`src/rtl/axil2ahb_rr_pkg.sv`:
```
// Shared types and encodings for the axil2ahb_rr AXI4-Lite to AHB-Lite bridge.
package axil2ahb_pkg;

    typedef enum logic [1:0] {
        ST_IDLE = 2'b00,
        ST_ADDR = 2'b01,
        ST_DATA = 2'b10,
        ST_RESP = 2'b11
    } state_e;

    localparam logic [1:0] AXI_RESP_OKAY   = 2'b00;
    localparam logic [1:0] AXI_RESP_SLVERR = 2'b10;

    localparam logic [1:0] HTRANS_IDLE   = 2'b00;
    localparam logic [1:0] HTRANS_NONSEQ = 2'b10;

    localparam logic [2:0] HSIZE_BYTE  = 3'b000;
    localparam logic [2:0] HSIZE_HALF  = 3'b001;
    localparam logic [2:0] HSIZE_WORD  = 3'b010;
    localparam logic [2:0] HSIZE_DWORD = 3'b011;

    function automatic logic [2:0] hsize_full(input int dwidth);
        return (dwidth == 64) ? HSIZE_DWORD : HSIZE_WORD;
    endfunction

endpackage

```
`src/rtl/axil2ahb_rr_if.sv`:
```
// AXI4-Lite slave and AHB-Lite master signal bundle of axil2ahb_rr.
// The slave modport is the bridge side, the master modport the environment side.
interface axil2ahb_rr_if #(
    parameter int AWIDTH = 16,
    parameter int DWIDTH = 32
);
    logic [AWIDTH-1:0]   axil_awaddr;
    logic [2:0]          axil_awprot;
    logic                axil_awvalid;
    logic                axil_awready;
    logic [DWIDTH-1:0]   axil_wdata;
    logic [DWIDTH/8-1:0] axil_wstrb;
    logic                axil_wvalid;
    logic                axil_wready;
    logic [1:0]          axil_bresp;
    logic                axil_bvalid;
    logic                axil_bready;
    logic [AWIDTH-1:0]   axil_araddr;
    logic [2:0]          axil_arprot;
    logic                axil_arvalid;
    logic                axil_arready;
    logic [DWIDTH-1:0]   axil_rdata;
    logic [1:0]          axil_rresp;
    logic                axil_rvalid;
    logic                axil_rready;

    logic [AWIDTH-1:0]   haddr;
    logic [DWIDTH-1:0]   hwdata;
    logic                hsel;
    logic                hwrite;
    logic [1:0]          htrans;
    logic [2:0]          hsize;
    logic                hready;
    logic [DWIDTH-1:0]   hrdata;
    logic [1:0]          hresp;

    modport slave (
        input  axil_awaddr, axil_awprot, axil_awvalid,
        output axil_awready,
        input  axil_wdata, axil_wstrb, axil_wvalid,
        output axil_wready,
        output axil_bresp, axil_bvalid,
        input  axil_bready,
        input  axil_araddr, axil_arprot, axil_arvalid,
        output axil_arready,
        output axil_rdata, axil_rresp, axil_rvalid,
        input  axil_rready,
        output haddr, hwdata, hsel, hwrite, htrans, hsize,
        input  hready, hrdata, hresp
    );

    modport master (
        output axil_awaddr, axil_awprot, axil_awvalid,
        input  axil_awready,
        output axil_wdata, axil_wstrb, axil_wvalid,
        input  axil_wready,
        input  axil_bresp, axil_bvalid,
        output axil_bready,
        output axil_araddr, axil_arprot, axil_arvalid,
        input  axil_arready,
        input  axil_rdata, axil_rresp, axil_rvalid,
        output axil_rready,
        input  haddr, hwdata, hsel, hwrite, htrans, hsize,
        output hready, hrdata, hresp
    );
endinterface

```
`src/rtl/axil2ahb_strb_decode.sv`:
```
// Maps a write strobe to an AHB transfer size and byte offset; flags all-zero
// strobes and patterns that are not a naturally aligned power-of-two run.
module axil2ahb_strb_decode
    import axil2ahb_pkg::*;
#(
    parameter int DWIDTH = 32
) (
    input  logic [DWIDTH/8-1:0]         wstrb_i,
    output logic                        legal_o,
    output logic                        zero_o,
    output logic [2:0]                  hsize_o,
    output logic [$clog2(DWIDTH/8)-1:0] offset_o
);
    localparam int NB   = DWIDTH / 8;
    localparam int OFFW = $clog2(NB);

    logic [3:0]      cnt_s;
    logic [OFFW-1:0] low_s;
    logic            found_s;
    logic            pow2_s;
    logic [NB-1:0]   mask_s;
    logic [2:0]      size_s;

    // Byte count and index of the lowest enabled lane
    always_comb begin
        cnt_s   = 4'd0;
        low_s   = '0;
        found_s = 1'b0;
        for (int i = 0; i < NB; i++) begin
            cnt_s = cnt_s + {3'b000, wstrb_i[i]};
            if (wstrb_i[i] && !found_s) begin
                low_s   = OFFW'(i);
                found_s = 1'b1;
            end else begin
                found_s = found_s;
            end
        end
    end

    // Contiguous mask implied by count/offset, and the size for that count
    always_comb begin
        mask_s = '0;
        for (int i = 0; i < NB; i++) begin
            mask_s[i] = (i >= int'(low_s)) && (i < int'(low_s) + int'(cnt_s));
        end
        case (cnt_s)
            4'd1: begin pow2_s = 1'b1; size_s = HSIZE_BYTE;  end
            4'd2: begin pow2_s = 1'b1; size_s = HSIZE_HALF;  end
            4'd4: begin pow2_s = 1'b1; size_s = HSIZE_WORD;  end
            4'd8: begin pow2_s = 1'b1; size_s = HSIZE_DWORD; end
            default: begin pow2_s = 1'b0; size_s = HSIZE_BYTE; end
        endcase
    end

    assign zero_o   = (wstrb_i == '0);
    assign legal_o  = pow2_s && (mask_s == wstrb_i) &&
                      ((low_s & OFFW'(cnt_s - 4'd1)) == '0);
    assign hsize_o  = size_s;
    assign offset_o = low_s;

endmodule

```
`src/rtl/axil2ahb_rr.sv`:
```
// AXI4-Lite slave to AHB-Lite master bridge with one-deep AW/W/AR hold slots
// and round-robin read/write arbitration. Optional watchdog: AXIL2AHB_TIMEOUT_EN.
module axil2ahb_rr
    import axil2ahb_pkg::*;
#(
    parameter int AWIDTH         = 16,
    parameter int DWIDTH         = 32,
    parameter int TIMEOUT_CYCLES = 256
) (
    input logic          clk,
    input logic          rst_n,
    axil2ahb_rr_if.slave bus
);
    localparam int         NB         = DWIDTH / 8;
    localparam int         OFFW       = $clog2(NB);
    localparam logic [2:0] HSIZE_FULL = hsize_full(DWIDTH);

    // Hold slots; each ready flag doubles as the "slot empty" indicator
    logic                 awready_q, wready_q, arready_q;
    logic [AWIDTH-1:OFFW] aw_addr_q, ar_addr_q;
    logic [DWIDTH-1:0]    w_data_q;
    logic [NB-1:0]        w_strb_q;

    state_e               state_q;
    logic                 last_write_q;
    logic                 cur_write_q;
    logic [AWIDTH-1:0]    haddr_q;
    logic [DWIDTH-1:0]    hwdata_q;
    logic                 hsel_q, hwrite_q;
    logic [1:0]           htrans_q;
    logic [2:0]           hsize_q;
    logic                 bvalid_q, rvalid_q;
    logic [1:0]           bresp_q, rresp_q;
    logic [DWIDTH-1:0]    rdata_q;

    logic                 dec_legal_s, dec_zero_s;
    logic [2:0]           dec_hsize_s;
    logic [OFFW-1:0]      dec_off_s;
    logic                 wr_elig_s, rd_elig_s, contend_s;
    logic                 wr_grant_s, rd_grant_s, no_xfer_s;
    logic                 busy_s, done_s, timeout_s;
    logic                 free_w_s, free_r_s;
    logic [1:0]           resp_s;
    logic [DWIDTH-1:0]    rdata_s;
    logic                 unused_s;

    axil2ahb_strb_decode #(.DWIDTH(DWIDTH)) u_strb_decode (
        .wstrb_i  (w_strb_q),
        .legal_o  (dec_legal_s),
        .zero_o   (dec_zero_s),
        .hsize_o  (dec_hsize_s),
        .offset_o (dec_off_s)
    );

    assign busy_s = (state_q == ST_ADDR) || (state_q == ST_DATA);

`ifdef AXIL2AHB_TIMEOUT_EN
    localparam int TOW = $clog2(TIMEOUT_CYCLES + 1);
    logic [TOW-1:0] to_cnt_q;

    assign timeout_s = busy_s && !bus.hready &&
                       (to_cnt_q == TOW'(TIMEOUT_CYCLES - 1));

    // Consecutive wait-state counter for the transfer in flight
    always_ff @(posedge clk or negedge rst_n) begin
        if (!rst_n) begin
            to_cnt_q <= '0;
        end else if (busy_s && !bus.hready && !timeout_s) begin
            to_cnt_q <= to_cnt_q + TOW'(1);
        end else begin
            to_cnt_q <= '0;
        end
    end
`else
    assign timeout_s = 1'b0;
`endif

    // Arbitration, completion and slot-release decode
    always_comb begin
        wr_elig_s = !awready_q && !wready_q;
        rd_elig_s = !arready_q;
        contend_s = wr_elig_s && rd_elig_s;
        if (state_q == ST_IDLE) begin
            wr_grant_s = wr_elig_s && (!rd_elig_s || !last_write_q);
            rd_grant_s = rd_elig_s && !wr_grant_s;
        end else begin
            wr_grant_s = 1'b0;
            rd_grant_s = 1'b0;
        end
        no_xfer_s = dec_zero_s || !dec_legal_s;
        done_s    = ((state_q == ST_DATA) && bus.hready) || timeout_s;
        if (timeout_s || (bus.hresp != 2'b00)) begin
            resp_s = AXI_RESP_SLVERR;
        end else begin
            resp_s = AXI_RESP_OKAY;
        end
        rdata_s  = timeout_s ? '0 : bus.hrdata;
        free_w_s = (wr_grant_s && no_xfer_s) || (done_s && cur_write_q);
        free_r_s = done_s && !cur_write_q;
    end

    // Hold-slot capture and release
    always_ff @(posedge clk or negedge rst_n) begin
        if (!rst_n) begin
            awready_q <= 1'b1;
            wready_q  <= 1'b1;
            arready_q <= 1'b1;
            aw_addr_q <= '0;
            ar_addr_q <= '0;
            w_data_q  <= '0;
            w_strb_q  <= '0;
        end else begin
            if (awready_q && bus.axil_awvalid) begin
                aw_addr_q <= bus.axil_awaddr[AWIDTH-1:OFFW];
                awready_q <= 1'b0;
            end else if (free_w_s) begin
                awready_q <= 1'b1;
            end else begin
                awready_q <= awready_q;
            end
            if (wready_q && bus.axil_wvalid) begin
                w_data_q <= bus.axil_wdata;
                w_strb_q <= bus.axil_wstrb;
                wready_q <= 1'b0;
            end else if (free_w_s) begin
                wready_q <= 1'b1;
            end else begin
                wready_q <= wready_q;
            end
            if (arready_q && bus.axil_arvalid) begin
                ar_addr_q <= bus.axil_araddr[AWIDTH-1:OFFW];
                arready_q <= 1'b0;
            end else if (free_r_s) begin
                arready_q <= 1'b1;
            end else begin
                arready_q <= arready_q;
            end
        end
    end

    // Transfer FSM; every AHB and AXI response output is a register here
    always_ff @(posedge clk or negedge rst_n) begin
        if (!rst_n) begin
            state_q      <= ST_IDLE;
            last_write_q <= 1'b0;
            cur_write_q  <= 1'b0;
            haddr_q      <= '0;
            hwdata_q     <= '0;
            hsel_q       <= 1'b0;
            hwrite_q     <= 1'b0;
            htrans_q     <= HTRANS_IDLE;
            hsize_q      <= HSIZE_FULL;
            bvalid_q     <= 1'b0;
            bresp_q      <= AXI_RESP_OKAY;
            rvalid_q     <= 1'b0;
            rresp_q      <= AXI_RESP_OKAY;
            rdata_q      <= '0;
        end else begin
            case (state_q)
                ST_IDLE: begin
                    // The round-robin flag only moves when both sides competed
                    if (contend_s) begin
                        last_write_q <= wr_grant_s;
                    end else begin
                        last_write_q <= last_write_q;
                    end
                    if (wr_grant_s) begin
                        cur_write_q <= 1'b1;
                        if (no_xfer_s) begin
                            bresp_q  <= dec_zero_s ? AXI_RESP_OKAY : AXI_RESP_SLVERR;
                            bvalid_q <= 1'b1;
                            state_q  <= ST_RESP;
                        end else begin
                            haddr_q  <= {aw_addr_q, dec_off_s};
                            hsize_q  <= dec_hsize_s;
                            hwrite_q <= 1'b1;
                            hwdata_q <= w_data_q;
                            htrans_q <= HTRANS_NONSEQ;
                            hsel_q   <= 1'b1;
                            state_q  <= ST_ADDR;
                        end
                    end else if (rd_grant_s) begin
                        cur_write_q <= 1'b0;
                        haddr_q     <= {ar_addr_q, {OFFW{1'b0}}};
                        hsize_q     <= HSIZE_FULL;
                        hwrite_q    <= 1'b0;
                        htrans_q    <= HTRANS_NONSEQ;
                        hsel_q      <= 1'b1;
                        state_q     <= ST_ADDR;
                    end else begin
                        state_q <= ST_IDLE;
                    end
                end
                ST_ADDR, ST_DATA: begin
                    if (done_s) begin
                        htrans_q <= HTRANS_IDLE;
                        hsel_q   <= 1'b0;
                        if (cur_write_q) begin
                            bresp_q  <= resp_s;
                            bvalid_q <= 1'b1;
                        end else begin
                            rresp_q  <= resp_s;
                            rdata_q  <= rdata_s;
                            rvalid_q <= 1'b1;
                        end
                        state_q <= ST_RESP;
                    end else if ((state_q == ST_ADDR) && bus.hready) begin
                        htrans_q <= HTRANS_IDLE;
                        hsel_q   <= 1'b0;
                        state_q  <= ST_DATA;
                    end else begin
                        state_q <= state_q;
                    end
                end
                ST_RESP: begin
                    if (bvalid_q && bus.axil_bready) begin
                        bvalid_q <= 1'b0;
                        state_q  <= ST_IDLE;
                    end else if (rvalid_q && bus.axil_rready) begin
                        rvalid_q <= 1'b0;
                        state_q  <= ST_IDLE;
                    end else begin
                        state_q <= ST_RESP;
                    end
                end
                default: begin
                    state_q <= ST_IDLE;
                end
            endcase
        end
    end

    assign bus.axil_awready = awready_q;
    assign bus.axil_wready  = wready_q;
    assign bus.axil_arready = arready_q;
    assign bus.axil_bvalid  = bvalid_q;
    assign bus.axil_bresp   = bresp_q;
    assign bus.axil_rvalid  = rvalid_q;
    assign bus.axil_rresp   = rresp_q;
    assign bus.axil_rdata   = rdata_q;
    assign bus.haddr        = haddr_q;
    assign bus.hwdata       = hwdata_q;
    assign bus.hsel         = hsel_q;
    assign bus.hwrite       = hwrite_q;
    assign bus.htrans       = htrans_q;
    assign bus.hsize        = hsize_q;

    // Protection bits and sub-lane address bits carry no meaning for this bridge
    assign unused_s = ^{bus.axil_awprot, bus.axil_arprot,
                        bus.axil_awaddr[OFFW-1:0], bus.axil_araddr[OFFW-1:0],
                        32'(TIMEOUT_CYCLES)};

endmodule

```
`src/flat_wrapper.sv`:
```
// flat-port wrapper written by rule: the top's interface ports become plain ports
module axil2ahb_rr_flat import axil2ahb_pkg::*;
#(
    parameter int AWIDTH         = 16,
    parameter int DWIDTH         = 32,
    parameter int TIMEOUT_CYCLES = 256
)
  (clk, rst_n, bus_axil_awaddr, bus_axil_awprot, bus_axil_awvalid, bus_axil_awready, bus_axil_wdata, bus_axil_wstrb, bus_axil_wvalid, bus_axil_wready, bus_axil_bresp, bus_axil_bvalid, bus_axil_bready, bus_axil_araddr, bus_axil_arprot, bus_axil_arvalid, bus_axil_arready, bus_axil_rdata, bus_axil_rresp, bus_axil_rvalid, bus_axil_rready, bus_haddr, bus_hwdata, bus_hsel, bus_hwrite, bus_htrans, bus_hsize, bus_hready, bus_hrdata, bus_hresp);
  axil2ahb_rr_if #(.AWIDTH(AWIDTH), .DWIDTH(DWIDTH)) bus_i ();
  input logic clk;
  input logic rst_n;
  input wire logic [$bits(bus_i.axil_awaddr)-1:0] bus_axil_awaddr;
  input wire logic [$bits(bus_i.axil_awprot)-1:0] bus_axil_awprot;
  input wire logic [$bits(bus_i.axil_awvalid)-1:0] bus_axil_awvalid;
  output wire logic [$bits(bus_i.axil_awready)-1:0] bus_axil_awready;
  input wire logic [$bits(bus_i.axil_wdata)-1:0] bus_axil_wdata;
  input wire logic [$bits(bus_i.axil_wstrb)-1:0] bus_axil_wstrb;
  input wire logic [$bits(bus_i.axil_wvalid)-1:0] bus_axil_wvalid;
  output wire logic [$bits(bus_i.axil_wready)-1:0] bus_axil_wready;
  output wire logic [$bits(bus_i.axil_bresp)-1:0] bus_axil_bresp;
  output wire logic [$bits(bus_i.axil_bvalid)-1:0] bus_axil_bvalid;
  input wire logic [$bits(bus_i.axil_bready)-1:0] bus_axil_bready;
  input wire logic [$bits(bus_i.axil_araddr)-1:0] bus_axil_araddr;
  input wire logic [$bits(bus_i.axil_arprot)-1:0] bus_axil_arprot;
  input wire logic [$bits(bus_i.axil_arvalid)-1:0] bus_axil_arvalid;
  output wire logic [$bits(bus_i.axil_arready)-1:0] bus_axil_arready;
  output wire logic [$bits(bus_i.axil_rdata)-1:0] bus_axil_rdata;
  output wire logic [$bits(bus_i.axil_rresp)-1:0] bus_axil_rresp;
  output wire logic [$bits(bus_i.axil_rvalid)-1:0] bus_axil_rvalid;
  input wire logic [$bits(bus_i.axil_rready)-1:0] bus_axil_rready;
  output wire logic [$bits(bus_i.haddr)-1:0] bus_haddr;
  output wire logic [$bits(bus_i.hwdata)-1:0] bus_hwdata;
  output wire logic [$bits(bus_i.hsel)-1:0] bus_hsel;
  output wire logic [$bits(bus_i.hwrite)-1:0] bus_hwrite;
  output wire logic [$bits(bus_i.htrans)-1:0] bus_htrans;
  output wire logic [$bits(bus_i.hsize)-1:0] bus_hsize;
  input wire logic [$bits(bus_i.hready)-1:0] bus_hready;
  input wire logic [$bits(bus_i.hrdata)-1:0] bus_hrdata;
  input wire logic [$bits(bus_i.hresp)-1:0] bus_hresp;
  assign bus_i.axil_awaddr = bus_axil_awaddr;
  assign bus_i.axil_awprot = bus_axil_awprot;
  assign bus_i.axil_awvalid = bus_axil_awvalid;
  assign bus_axil_awready = bus_i.axil_awready;
  assign bus_i.axil_wdata = bus_axil_wdata;
  assign bus_i.axil_wstrb = bus_axil_wstrb;
  assign bus_i.axil_wvalid = bus_axil_wvalid;
  assign bus_axil_wready = bus_i.axil_wready;
  assign bus_axil_bresp = bus_i.axil_bresp;
  assign bus_axil_bvalid = bus_i.axil_bvalid;
  assign bus_i.axil_bready = bus_axil_bready;
  assign bus_i.axil_araddr = bus_axil_araddr;
  assign bus_i.axil_arprot = bus_axil_arprot;
  assign bus_i.axil_arvalid = bus_axil_arvalid;
  assign bus_axil_arready = bus_i.axil_arready;
  assign bus_axil_rdata = bus_i.axil_rdata;
  assign bus_axil_rresp = bus_i.axil_rresp;
  assign bus_axil_rvalid = bus_i.axil_rvalid;
  assign bus_i.axil_rready = bus_axil_rready;
  assign bus_haddr = bus_i.haddr;
  assign bus_hwdata = bus_i.hwdata;
  assign bus_hsel = bus_i.hsel;
  assign bus_hwrite = bus_i.hwrite;
  assign bus_htrans = bus_i.htrans;
  assign bus_hsize = bus_i.hsize;
  assign bus_i.hready = bus_hready;
  assign bus_i.hrdata = bus_hrdata;
  assign bus_i.hresp = bus_hresp;
  axil2ahb_rr #(.AWIDTH(AWIDTH), .DWIDTH(DWIDTH), .TIMEOUT_CYCLES(TIMEOUT_CYCLES)) u_core (.clk(clk), .rst_n(rst_n), .bus(bus_i));
endmodule
```
`config.mk`:
```
export PLATFORM = sky130hd
export DESIGN_NAME = axil2ahb_rr_flat
export DESIGN_NICKNAME = d
export VERILOG_FILES = /design/src/rtl/axil2ahb_rr_pkg.sv /design/src/rtl/axil2ahb_rr_if.sv /design/src/rtl/axil2ahb_strb_decode.sv /design/src/rtl/axil2ahb_rr.sv /design/src/flat_wrapper.sv
export SDC_FILE = /design/constraint.sdc
export NUM_CORES = 1
export LEC_CHECK = 0
export CAP_MARGIN = 0
export CORE_MARGIN = 3
export CORE_UTILIZATION = 45
export DETAILED_ROUTE_END_ITERATION = 7
export PLACE_DENSITY = 0.78
export SLEW_MARGIN = 20
export SYNTH_ARGS = -nofsm -noshare
export SYNTH_HDL_FRONTEND = slang
export SYNTH_SLANG_ARGS = --single-unit
```
`constraint.sdc`:
```
create_clock -name clk -period 4.7 [get_ports clk]
set_input_delay 0.94 -clock clk [delete_from_list [all_inputs] [get_ports clk]]
set_output_delay 0.94 -clock clk [all_outputs]
set_load 0.01 [all_outputs]
```
==> run_results.csv <==
group,metric,value,unit
outcome,run_status,"completed",
yosys,synth-seq-cells,159,
route,wl_met3,1.09,mm
clocking,cts.path.max_buffers,2,
yosys,yosys.area.top_type,"dfrtp_1",
clocking,cts_hold_buf,0,
yosys,postSynth.asyncResetShare,100,%
setup_path,cp_top_family,"adder cells",
route,vias,4500,
floorplanning,die_area,16700,um2
final_layout,area_growth,41.0,%
clocking,cts_resized,0,
pwr,p_per_area,745,nW/um2
clocking,cts-root-buf,"clkbuf_16",
route,drt_iter0_drc,182,
clocking,postCtsSetupBuffers,0,
timing,final_max_slew_viol_count,0,
pwr,clkPwrFrac,20.9,%
timing,max_freq,237,MHz
setup_path,crit_fanout,44,
global_routing,track_usage,19.9,%
global_routing,gr-total-overflow,0,
route,drc,0,
global_routing,grt_max_degree,90,
route,met2_wirelength,8.09,mm
clocking,htree_num_levels,4,
timing,setup_violations,0,
setup_path,crit_path_start_kind,"flip-flop",
timing,hold_viol,0,
yosys,synthDistinctLibCells,51,
setup_path,critPathRequiredTime,5.00,ns
clocking,clk_pin_slew,0.06,ns
placement,post-dp-hpwl,11.1,mm
final_layout,fin_cells,869,
timing,max_slew_margin,36.5,%
pwr,power_frac_comb,44.8,%
pwr,switchingPower,2.32,mW
final_layout,multi_input_area,2670,um2
job,drv_cap,0,
final_layout,fin_nets,804,
yosys,synth_top_area_share,56.9,%
global_routing,antenna_found_initial,0,
route,ant_nets,0,
pwr,p_leak,4.25,nW
clocking,cts_buffers,17,
clocking,clock_sinks,159,
final_layout,seq_area,3980,um2
setup_path,critPathBufInv,2,
setup_path,path_cells,"fa_1 -> ha_1 -> ha_1 -> inv_1 -> fa_1 -> nor4b_1 -> a32oi_1 -> mux2_1 -> nor4_4 -> nand3_4 -> buf_12 -> mux2_4",
setup_path,cpMaxStageDelayCell,"fa_1",
pwr,p_int,4.84,mW
yosys,yosysSeqAreaShare,58.4,%
yosys,synth_edf_count,0,
setup_path,worstPathArrival,4.52,ns
route,wire_per_inst,18.0,um
pwr,pwr-share-seq,34.3,%
route,drtPass1Iterations,4,
timing,tightest_slew,0.949,ns
timing,fin_skew,0.00700,ns
global_routing,grt_pass1_wl,25.9,mm
yosys,syn-cell-area,6820,um2
final_layout,layout_commonest_cell,"clkdlybuf4s50_1",
placement,port_buffers,197,
clocking,clkLatencyLatePin,0.41,ns
floorplanning,die_w,129,um
route,viasPerCell,5.18,
setup_path,r2r_start,"u_core.w_strb_q[3]$_DFFE_PN0P_",
setup_path,critPathLaunch,"u_core.w_strb_q[3]$_DFFE_PN0P_",
pwr,swShare,32.4,%
placement,dpl.cell_count,837,
yosys,synthCells,470,
yosys,yosysWarnings,0,
global_routing,grt_pass1_vias,5036,
timing,fin_crit,4.22,ns
final_layout,layout-drive-gt1-share,25.7,%
route,top_layer_used,"met4",
route,m1WireLength,6.26,mm
clocking,cts_tree,"yes",
worst_hold_path,hold_start,"u_core.bus.axil_rresp[1]$_DFFE_PN0P_",
final_layout,final.fill_count,1054,
setup_path,crit_type,"flip-flop to flip-flop",
floorplanning,rows,44,
final_layout,final_cell_mix,"196 x clkdlybuf4s50_1, 155 x dfrtp_1, 98 x mux2_2, 32 x mux2_4, 19 x nand2_1",
floorplanning,ioPinCount,212,
setup_path,end_kind,"flip-flop",
floorplanning,core_area,14700,um2
yosys,netlist_top_cells_area,"dfrtp_1 57%, mux2_2 16%, mux2_4 7.0%",
timing,rsz0062_at_grt,"false",
floorplanning,die-height,129,um
setup_path,critical_path.max_stage_delay,0.62,ns
route,drt_wl_total,15.7,mm
timing,final.period_utilization,89.9,%
yosys,synth_top_flop_cell,"dfrtp_1",
timing,tns,0,ns
floorplanning,start_util,46.4,%
worst_hold_path,min_path_type,"flip-flop to flip-flop",
final_layout,n_antenna_cell,0,
yosys,syn_avg_cell_area,14.5,um2
pwr,peakVddDrop,0.447,mV
placement,place.gp.congestion,0.848,
==> power by group through the flow <==
stage | Combinational [mW] | Clock [mW] | Sequential [mW]
floorplan | 1.81 | 0 | 2.54
global placement | 3.09 | 0 | 2.42
detailed placement | 3.22 | 0 | 2.47
CTS | 3.25 | 1.54 | 2.46
global route | 3.51 | 1.59 | 2.54
finish | 3.21 | 1.50 | 2.46
==> final cells by class <==
| cell class | count | area share (%) |
|---|---|---|
| inverters | 14 | 0.546 |
| clock buffers | 22 | 4.83 |
| flip-flops and latches | 159 | 41.4 |
| repair buffers | 203 | 21.1 |
| well taps | 184 | 2.39 |
| clock inverters | 10 | 1.91 |
| multi-input cells | 277 | 27.8 |
==> worst paths after layout <==
check | endpoint | slack, ns | depth (start not counted)
worst max-delay path | u_core.bus.hwdata[4]$_DFFE_PN0P_ | 0.48 | 12
worst min-delay path | u_core.bus.axil_rresp[1]$_DFFE_PN0P_ | 0.48 | 2
worst max register to register | u_core.bus.hwdata[4]$_DFFE_PN0P_ | 0.48 | 12
worst min register to register | u_core.bus.axil_rresp[1]$_DFFE_PN0P_ | 0.48 | 2
max in group asynchronous | u_core.bus.haddr[4]$_DFFE_PN0P_ | 3.10 | 2
min in group asynchronous | u_core.bus.axil_rdata[3]$_DFFE_PN0P_ | 0.59 | 1
==> metrics by stage <==
stage	power (mW)	instance area [um2]	worst slack (ns)	util, %	hold WS (ns)
2_1_floorplan	4.35	6830	0.872	-	0.437
3_3_place_gp	5.51	8970	0.633	61.0	0.462
3_5_place_dp	5.70	8970	0.468	61.0	0.470
4_1_cts	7.25	9620	0.444	65.4	0.484
5_1_grt	7.65	9620	0.287	65.4	0.505
6_report	7.16	9620	0.476	65.4	0.481
==> tightest hold or removal path, stage by stage (launching register included) <==
cell and delay [ns]:
dfrtp_1 0.34, nand2_1 0.04, o21ai_0 0.06
==> routing by layer <==
metal  global-route usage (%)  vias to the layer above
met4                     6.42                        0
met1                     23.3                     2260
met3                     7.50                       16
met2                     33.8                      148
met5                        0                        -
li1                         -                     2076
==> Yosys cell counts (2+ instances only) <==
cell type / count
mux2i_1: 4
nand3_1: 5
mux2_2: 98
nor3b_1: 2
mux2_4: 32
buf_2: 2
clkbuf_1: 12
buf_6: 3
buf_4: 6
ha_1: 14
o31a_1: 2
o21ai_0: 9
dfstp_2: 4
dfrtp_1: 155
and3_1: 2
nand2_1: 20
a221oi_1: 2
nor2b_1: 4
o21a_1: 2
a21oi_1: 5
or3_1: 14
and2_1: 2
nor4b_1: 2
o221a_1: 14
inv_1: 14
nor3_1: 4
nor2_1: 12
fa_1: 2
==> kinds of logic after synthesis <==
kind of cell    synth area share [%]
buf+inv                         2.73
fa+ha+maj                       3.15
flops                           58.4
compound gates                  5.54
simple gates                    5.89
other cells                   0.0550
xor+xnor                       0.257
mux                             24.0
==> sequential cells by signal, summed over array words and instances, names as in the netlist, 2 cells and up <==
register	flops
u_core.w_strb_q	4
u_core.state_q	2
u_core.aw_addr_q	14
u_core.bus.hsize	2
u_core.bus.haddr	16
u_core.w_data_q	32
u_core.bus.axil_rdata	32
u_core.bus.hwdata	32
u_core.ar_addr_q	14
(Power assumes the default switching activity.)
